File: config.mk
export PLATFORM = sky130hd
export DESIGN_NAME = nibble_add_sequencer
export DESIGN_NICKNAME = d
export VERILOG_FILES = /design/src/rtl/nibble_add_sequencer.sv
export SDC_FILE = /design/constraint.sdc
export NUM_CORES = 1
export LEC_CHECK = 0
export ABC_AREA = 1
export CAP_MARGIN = 30
export CORE_MARGIN = 5
export CORE_UTILIZATION = 54
export DETAILED_ROUTE_END_ITERATION = 8
export GPL_TIMING_DRIVEN = 0
export PLACE_DENSITY = 0.92
export SLEW_MARGIN = 20
export SYNTH_ARGS = -nofsm -noshare
export SYNTH_HDL_FRONTEND = slang
export SYNTH_SLANG_ARGS = --single-unit
File: constraint.sdc
create_clock -name clk -period 3.7 [get_ports clk]
set_input_delay 1.11 -clock clk [delete_from_list [all_inputs] [get_ports clk]]
set_output_delay 1.11 -clock clk [all_outputs]
set_load 0.02 [all_outputs]
File: src/rtl/nibble_add_sequencer.sv
// Multi-cycle WIDTH-bit adder/subtractor that reuses one 4-bit ripple slice,
// walking the operands one nibble per clock from LSB to MSB.
module nibble_add_sequencer #(
    parameter int WIDTH = 16
) (
    input  logic             clk,
    input  logic             rst,
    input  logic             start,
    input  logic             sub,
    input  logic             cin,
    input  logic [WIDTH-1:0] a,
    input  logic [WIDTH-1:0] b,
    output logic             busy,
    output logic             done,
    output logic [WIDTH-1:0] sum,
    output logic             cout,
    output logic             overflow
);

    localparam int N    = WIDTH / 4;
    localparam int IDXW = (N > 1) ? $clog2(N) : 1;
    localparam logic [IDXW-1:0] LAST = IDXW'(N - 1);

    typedef enum logic [1:0] {IDLE, RUN, DONE} state_t;

    state_t           state;
    state_t           state_next;
    logic [WIDTH-1:0] a_reg;
    logic [WIDTH-1:0] b_reg;
    logic [WIDTH-1:0] work;
    logic [WIDTH-1:0] work_next;
    logic             carry;
    logic [IDXW-1:0]  idx;
    logic [3:0]       nib_a;
    logic [3:0]       nib_b;
    logic [3:0]       nib_s;
    logic [4:0]       c;

    // Shared 4-bit slice; c[3] is kept so the MSB carry-in is visible for overflow.
    always_comb begin
        nib_a     = a_reg[{idx, 2'b00} +: 4];
        nib_b     = b_reg[{idx, 2'b00} +: 4];
        nib_s     = '0;
        c         = '0;
        c[0]      = carry;
        for (int i = 0; i < 4; i++) begin
            nib_s[i]  = nib_a[i] ^ nib_b[i] ^ c[i];
            c[i + 1]  = (nib_a[i] & nib_b[i]) | (c[i] & (nib_a[i] ^ nib_b[i]));
        end
        work_next = work;
        work_next[{idx, 2'b00} +: 4] = nib_s;
    end

    always_comb begin
        state_next = state;
        case (state)
            IDLE:    if (start) state_next = RUN;
            RUN:     if (idx == LAST) state_next = DONE;
            DONE:    state_next = IDLE;
            default: state_next = IDLE;
        endcase
    end

    assign busy = (state == RUN);
    assign done = (state == DONE);

    always_ff @(posedge clk) begin
        if (rst) begin
            state    <= IDLE;
            a_reg    <= '0;
            b_reg    <= '0;
            work     <= '0;
            carry    <= 1'b0;
            idx      <= '0;
            sum      <= '0;
            cout     <= 1'b0;
            overflow <= 1'b0;
        end else begin
            state <= state_next;
            case (state)
                IDLE: begin
                    if (start) begin
                        a_reg <= a;
                        b_reg <= sub ? ~b : b;
                        carry <= sub | cin;
                        idx   <= '0;
                    end
                end
                RUN: begin
                    work  <= work_next;
                    carry <= c[4];
                    if (idx == LAST) begin
                        idx      <= '0;
                        sum      <= work_next;
                        cout     <= c[4];
                        overflow <= c[3] ^ c[4];
                    end else begin
                        idx <= idx + 1'b1;
                    end
                end
                default: ;
            endcase
        end
    end

endmodule

## After elaboration in Yosys (flattened, before gate mapping)

Index checks and enable logic that the tools add are counted.

- Bitwise gates (word level): 23
- Add/sub/neg operators: 2
- Reduce and logical (&&, ||, !) cells: 6
- Eq/ne operators: 5
- Shifts and indexed selects: 4
- Multiplexer cells: 10

Operator list:

| cell | count |
|---|---|
| $shiftx A16 B5 Y4 | 2 |
| $bwmux W16 | 1 |
| $mux W16 | 1 |
| $not A16 Y16 | 1 |
| $shift A4 B6 Y16 const A | 1 |
| $shiftx A4 B6 Y16 | 1 |
| $xor A1 B1 Y1 | 9 |
| $and A1 B1 Y1 | 8 |
| $mux W2 | 4 |
| $pmux W2 S2 | 2 |
| $reduce_and A2 Y1 | 4 |
| $neg A4 Y6 | 1 |
| $or A1 B1 Y1 | 5 |
| $eq A2 B2 Y1 const B | 2 |
| $add A2 B1 Y2 const B | 1 |
| $eq A2 B1 Y1 const B | 1 |
| $logic_not A2 Y1 | 1 |
| $ne A2 B1 Y1 const B | 1 |
| $ne A2 B2 Y1 const B | 1 |
| $pmux W1 S2 | 1 |
| $reduce_bool A2 Y1 | 1 |
| $mux W1 | 1 |

- Register bits after elaboration: 71
- Logic and storage cells: 59
- Bits of input ports: 37
- Output and inout port bits: 20

## Longest topological paths before layout

Gate-level depths: netlist (run 1).

- Depth after elaboration: 11
- Depth in mapped cells: 17
- Depth with buffers taken out: 17

## Worst setup path before layout (run 1)

Ideal clock, no wire load.

- Path type: flip-flop to flip-flop
- From: register idx[0]
- To: register sum[7]
- Period minus slack after synthesis: 2880 ps
- Cell stages (with the launch flop): 18
- Path buffers: 1
- Library setup time: 109 ps
- Arrival time: 2771 ps
- Path slack: 820 ps
- Required time: 3591 ps
- Cells stage by stage: dfxtp_1 clkbuf_1 nand2_1 o21ai_0 a21oi_1 fa_1 inv_1 fa_1 inv_1 fa_1 inv_1 fa_1 inv_1 nor2_1 nand3_1 nand3_1 nand2_1 inv_1

- Cells in the longest elaborated chain, start to end: 11
- Elaborated cells between the ends (all ways): 25
- Those cells by class: add/sub (1); eq/ne (1); shift (4); mux (1); bitwise (17); reduce/logical (1)

RTL lines:

| element | RTL line | text |
|---|---|---|
| start, declared | 33 | `logic [IDXW-1:0] idx;` |
| start signal, assigned | 98 | `idx <= idx + 1'b1;` |
| $shiftx A16 B5 Y4 (on tied branches) | 41, 42 |  |
| $xor A1 B1 Y1 | 47, 48 |  |
| $and A1 B1 Y1 | 48 | `c[i + 1] = (nib_a[i] & nib_b[i]) \| (c[i] & (nib_a[i] ^ nib_b[i]));` |
| $or A1 B1 Y1 | 48 |  |
| $and A1 B1 Y1 | 48 |  |
| $or A1 B1 Y1 | 48 |  |
| $and A1 B1 Y1 | 48 |  |
| $or A1 B1 Y1 | 48 |  |
| $xor A1 B1 Y1 | 47 | `nib_s[i] = nib_a[i] ^ nib_b[i] ^ c[i];` |
| $shiftx A4 B6 Y16 | 51 | `work_next[{idx, 2'b00} +: 4] = nib_s;` |
| $bwmux W16 | 51 |  |
| end signal, assigned | 94 | `sum <= work_next;` |
| end, declared | 15 | `output logic [WIDTH-1:0] sum,` |

Parallel ways exist; a longest one is shown, timed or not.
A chain may end at the register's enable or synchronous reset.

## Worst setup path after layout (run 1)

- From: register idx[1]
- To: register sum[7]

The elaborated chain is that of the path after synthesis.

==> results of run 1 <==
-- per-layer routing --
| layer | GRT usage, % | vias up | share of wire (%) |
|---|---|---|---|
| met1 | 24.2 | 1524 | 41 |
| met3 | 5.79 | 19 | 7.2 |
| li1 | - | 1740 | - |
| met2 | 37.0 | 123 | 49 |
| met4 | 8.07 | 0 | 2.4 |
| met5 | 0 | - | 0 |
-- power groups by stage --
stage / registers [mW] / logic (mW) / clock network (mW)
after floorplan: 0.847 / 0.212 / 0
after global placement: 0.851 / 0.294 / 0
after detailed placement: 0.853 / 0.306 / 0
after CTS: 0.836 / 0.308 / 0.540
after global routing: 0.842 / 0.353 / 0.575
final: 0.836 / 0.309 / 0.534
-- worst min-delay path: stages, from the launching register on --
cell and delay [ps]:
dfxtp_1 300, inv_1 60, a21oi_1 50
-- worst paths after layout --
check | start | to | slack, ps
min reg2reg | a_reg[2] | a_reg[2] | 460
min | a_reg[2] | a_reg[2] | 460
max reg2reg | idx[1] | sum[7] | 260
max | idx[1] | sum[7] | 260
-- cells in the mapped netlist, drive strengths merged --
master | count | area (um^2)
a21oi | 41 | 205
o21ai | 34 | 170
nand3 | 48 | 240
ha | 6 | 75.1
dfxtp | 71 | 1420
xor2 | 16 | 140
inv | 75 | 282
clkbuf | 8 | 33.8
fa | 4 | 80.1
o22ai | 4 | 25.0
buf | 18 | 131
nor2 | 91 | 352
nand2 | 103 | 392
clkinv | 1 | 3.75
xnor2 | 1 | 8.76
-- kinds of logic (layout without fill, tap and decap cells) --
family                     count (synthesis)  in the layout  share of synthesized area, %
adders and majority gates                 10             10                          4.36
buffers and inverters                    102            172                          12.7
AOI/OAI and AO/OA                         79             79                          11.2
and+or+nand+nor                          242            242                          27.6
xor gates and xnor gates                  17             17                          4.18
DFF                                       71             71                          39.9
-- final cells by class --
type,count,area [um^2]
sequential,71,1420
buffer,26,166
clock buffer,10,128
multi-input combinational,348,1690
clock inverter,6,37.5
timing repair buffer,54,541
inverter,76,285
tap,77,96.3
fill,533,2020
-- stage by stage --
stage                     instances  hold WS (ps)  worst slack, ps
after floorplan                 521           424              820
after global placement          652           437              398
after detailed placement        652           449              272
after CTS                       668           459              232
after global routing            668           489             12.3
final                           668           457              261
-- timing repair --
action                                  4_1_cts  5_1_grt
endpoints found under the setup margin        0        6
resized for setup                             0        2
hold endpoints to repair                      0        0
==> impl_metrics.ini, run 1 <==
[timing]
finalSetupTns_ps = 0
setup_viol_count_final = 0
fin_crit_ps = 3440
maxSlewHeadroom_pct = 60.6
tightest_slew_ps = 591
fin_skew_ps = 12.6
hold_viol = 0
fmax_mhz = 291
fin_crit_sh_pct = 92.9
rsz0062_at_grt = false
drv_slew = 0

[global_routing]
antenna_found_initial = 0
grt_max_degree = 13
grt_pass1_wl_um = 14600
grt-ovfl-total = 0
grtUsageTotal_pct = 21.1
grt_pass1_vias = 3344

[layout]
fin_area_um2 = 4360
n_antenna_cell = 0
fin_nets = 633
syn_to_final_growth_pct = 22.6
final_cell_mix = nand2_1 (101), nor2_1 (89), inv_1 (73)
drive_gt1_share_pct = 6.43
utilization_pct = 68.3
final_common_cell = nand2_1

[cts]
tritoncts = built
numCtsBuffers = 9
clock_path_buffers = 2
ctsHoldBuffers = 0
cts_max_level = 3
clk_latency_ps = 350
clockRootBuffer = clkbuf_8
cts.clk_slew.worst_paths_ps = 70
cts_setup_buffers = 0
cts_sinks = 71

[synthesis]
ys.warnings.count = 0
ys_types = 23
syn_area_um2 = 3560
synthesis.nets = 568
syn_inst = 521
yosys_register_bits = 71
avgSynthCellArea_um2 = 6.83
yosysSeqAreaShare_pct = 39.9

[critical_path]
reg2regPathDepth = 16
critPathMaxFanout = 11
crit_slowest_cell = fa_1
end_kind = flip-flop
path_class = flip-flop to flip-flop
crit_chain = buf_2 -> clkinv_1 -> a21oi_1 -> fa_1 -> inv_1 -> fa_1 -> inv_1 -> fa_1 -> inv_1 -> fa_1 -> inv_1 -> nor2_1 -> nand3_1 -> nand3_1 -> nand2_1 -> inv_1
critPathRequiredTime_ps = 4000
crit_path_max_incr_delay_ps = 520
worst_ep_arrival_time_ps = 3740
critical-path-top-delay-family = adder cells
cp.buffers_inverters = 7
path_common_cell = inv_1
cp.depth = 16
critPathLaunchType = flip-flop

[route]
drt-pass1-iter-count = 7
finalWirelength_um = 8290
drc_errors = 0
wl_per_cell_um = 12.4
ant_nets = 0
initialDrtViolationCount = 170
num_vias = 3406
avgViaCountPerCell = 5.10

[power_and_ir_drop]
net-switching-power_uw = 498
leakage_nw = 1.99
power_density_nw_per_um2 = 385
pwr-share-comb_pct = 18.4
totalPowerFinal_mw = 1.68
p_sw_share_pct = 29.7
clkPwrFrac_pct = 31.8
seqPwrFrac_pct = 49.8
p_int_mw = 1.18
irDropWorstVdd_v = 0.000331

[run_status]
outcome = completed

[floorplan]
die_area_um2 = 8320
start_util_pct = 55.7
die_h_um = 91.2
die_x_um = 91.2
io_pins = 57
rows = 29
core_area_um2 = 6390

[place]
place_area_um2 = 4200
hpwlAfterDp_um = 6280
io_buffer_count = 54
gp_congestion = 0.893

[min_path]
worstHoldPathCells = 2
min_path_type = flip-flop to flip-flop

[flow_run]
max_cap_violations = 0
No activity file was read; power rests on OpenSTA's default activity.
==> inputs of run 2 (changes only) <==
--- a/config.mk
+++ b/config.mk
@@ -11,8 +11,7 @@
 export CORE_UTILIZATION = 54
 export DETAILED_ROUTE_END_ITERATION = 8
 export GPL_TIMING_DRIVEN = 0
-export PLACE_DENSITY = 0.92
-export SLEW_MARGIN = 20
+export PLACE_DENSITY_LB_ADDON = 0.08
 export SYNTH_ARGS = -nofsm -noshare
 export SYNTH_HDL_FRONTEND = slang
 export SYNTH_SLANG_ARGS = --single-unit
==> impl_metrics.ini, run 2 (synthesis gave the netlist of run 1 again) <==
[flow_run]
max_cap_violations = 0

[critical_path]
critPathLaunchType = flip-flop
crit_start = idx[1]
crit_path_max_incr_delay_ps = 510
critPathMaxFanout = 11
end_kind = flip-flop
reg2reg_to = sum[15]
reg2reg_from = idx[1]
critPathRequiredTime_ps = 4000
reg2reg_slack_ps = 260
path_class = flip-flop to flip-flop
crit_chain = buf_2 -> clkinv_1 -> a21oi_1 -> fa_1 -> inv_1 -> fa_1 -> inv_1 -> fa_1 -> inv_1 -> fa_1 -> inv_1 -> nor2_1 -> nand3_1 -> nand3_1 -> nand2_1 -> inv_1
worst_ep_arrival_time_ps = 3740
reg2regPathDepth = 16
critical_path.endpoint = sum[15]
crit_slowest_cell = fa_1
path_common_cell = inv_1

[place]
dp.cells = 652
place_area_um2 = 4200
gp_congestion = 0.920
io_buffer_count = 54
hpwlAfterDp_um = 6180

[power_and_ir_drop]
totalPowerFinal_mw = 1.91
irDropWorstVdd_v = 0.000290
power_density_nw_per_um2 = 429
leakage_nw = 2.03

[floorplan]
io_pins = 57
die_area_um2 = 8320
die_x_um = 91.2
die_h_um = 91.2
start_util_pct = 55.7
rows = 29
core_area_um2 = 6390

[cts]
cts.clk_slew.worst_paths_ps = 80
cts_resized = 0
cts_setup_buffers = 0
ctsHoldBuffers = 0
clk_latency_ps = 350
cts_max_level = 3
cts_sinks = 71
tritoncts = built
clock_path_buffers = 2
clockRootBuffer = clkbuf_8
numCtsBuffers = 9

[route]
drt-pass1-iter-count = 7
initialDrtViolationCount = 123
ant_nets = 0
wl_per_cell_um = 12.7
drc_errors = 0
num_vias = 3322
avgViaCountPerCell = 4.97
finalWirelength_um = 8490

[layout]
drive_gt1_share_pct = 6.43
final_cell_mix = nand2_1 (101), nor2_1 (89), inv_1 (73)
n_antenna_cell = 0
fin_nets = 633
syn_to_final_growth_pct = 24.9
final_common_cell = nand2_1
fin_cells = 668
fin_area_um2 = 4440

[timing]
fin_crit_ps = 3440
tightest_slew_ps = 622
setup_viol_count_final = 0
fin_skew_ps = 7.15
fin_crit_sh_pct = 93.1
rsz0062_at_grt = false
fmax_mhz = 290
hold_viol = 0
maxSlewHeadroom_pct = 58.5
drv_slew = 0
finalSetupTns_ps = 0

[run_status]
outcome = completed

[global_routing]
grtUsageTotal_pct = 21.5
grt-ovfl-total = 0
grt_max_degree = 13
antenna_found_initial = 0
grt_pass1_wl_um = 14700
grt_pass1_vias = 3200

[min_path]
min_path_type = flip-flop to flip-flop
[run 2: changes by cell type in the layout (fill, tap and decap cells not counted), sizes merged]
cell,delta
bufinv,+3
clkinvlp,-1
clkinv,-3
clkbuf,+1
[run 2: per-layer routing]
metal,vias up,GRT usage (%),share of wire [%]
li1,1733,-,-
met1,1501,25.9,43
met2,75,37.6,50
met3,13,3.31,4.7
met4,0,9.54,2.0
met5,-,0,0
[run 2: power by group]
group          internal, mW  switching (mW)  leakage (nW)
combinational         0.131           0.180          1.33
clock                 0.466           0.296         0.116
sequential            0.810          0.0250         0.582
total                  1.41           0.500          2.03
[run 2: worst min path at each step]
| stage | start | cells past startpoint | slack (ps) | to |
|---|---|---|---|---|
| floorplan | a_reg[0] | 2 | 420 | a_reg[0] |
| global placement | a_reg[0] | 2 | 440 | a_reg[0] |
| detailed placement | a_reg[0] | 2 | 450 | a_reg[0] |
| CTS | a_reg[0] | 2 | 460 | a_reg[0] |
| global route | b_reg[8] | 2 | 480 | b_reg[8] |
| finish | a_reg[0] | 2 | 460 | a_reg[0] |
[run 2: stage by stage]
step | setup slack [ps] | hold WS, ps | util [%]
after global placement | 291 | 439 | 65.7
final | 256 | 461 | 69.6
after CTS | 200 | 456 | 69.6
after detailed placement | 238 | 447 | 65.7
after floorplan | 820 | 424 | -
after global routing | 51.6 | 484 | 69.6
[run 2: critical path: cells and delay by family (launching register included)]
kind	cells	cell delay, ps
compound gates	1	320
fa+ha+maj	4	1270
buf+inv	7	900
flops	1	380
simple gates	4	550
[run 2: layout make-up]
type,instances,area (um^2)
plain buffers,26,166
clock buffers,11,141
clock inverters,5,105
fillers,557,1940
inverters,76,285
multi-input cells,348,1690
flip-flops and latches,71,1420
well taps,77,96.3
repair buffers,54,541
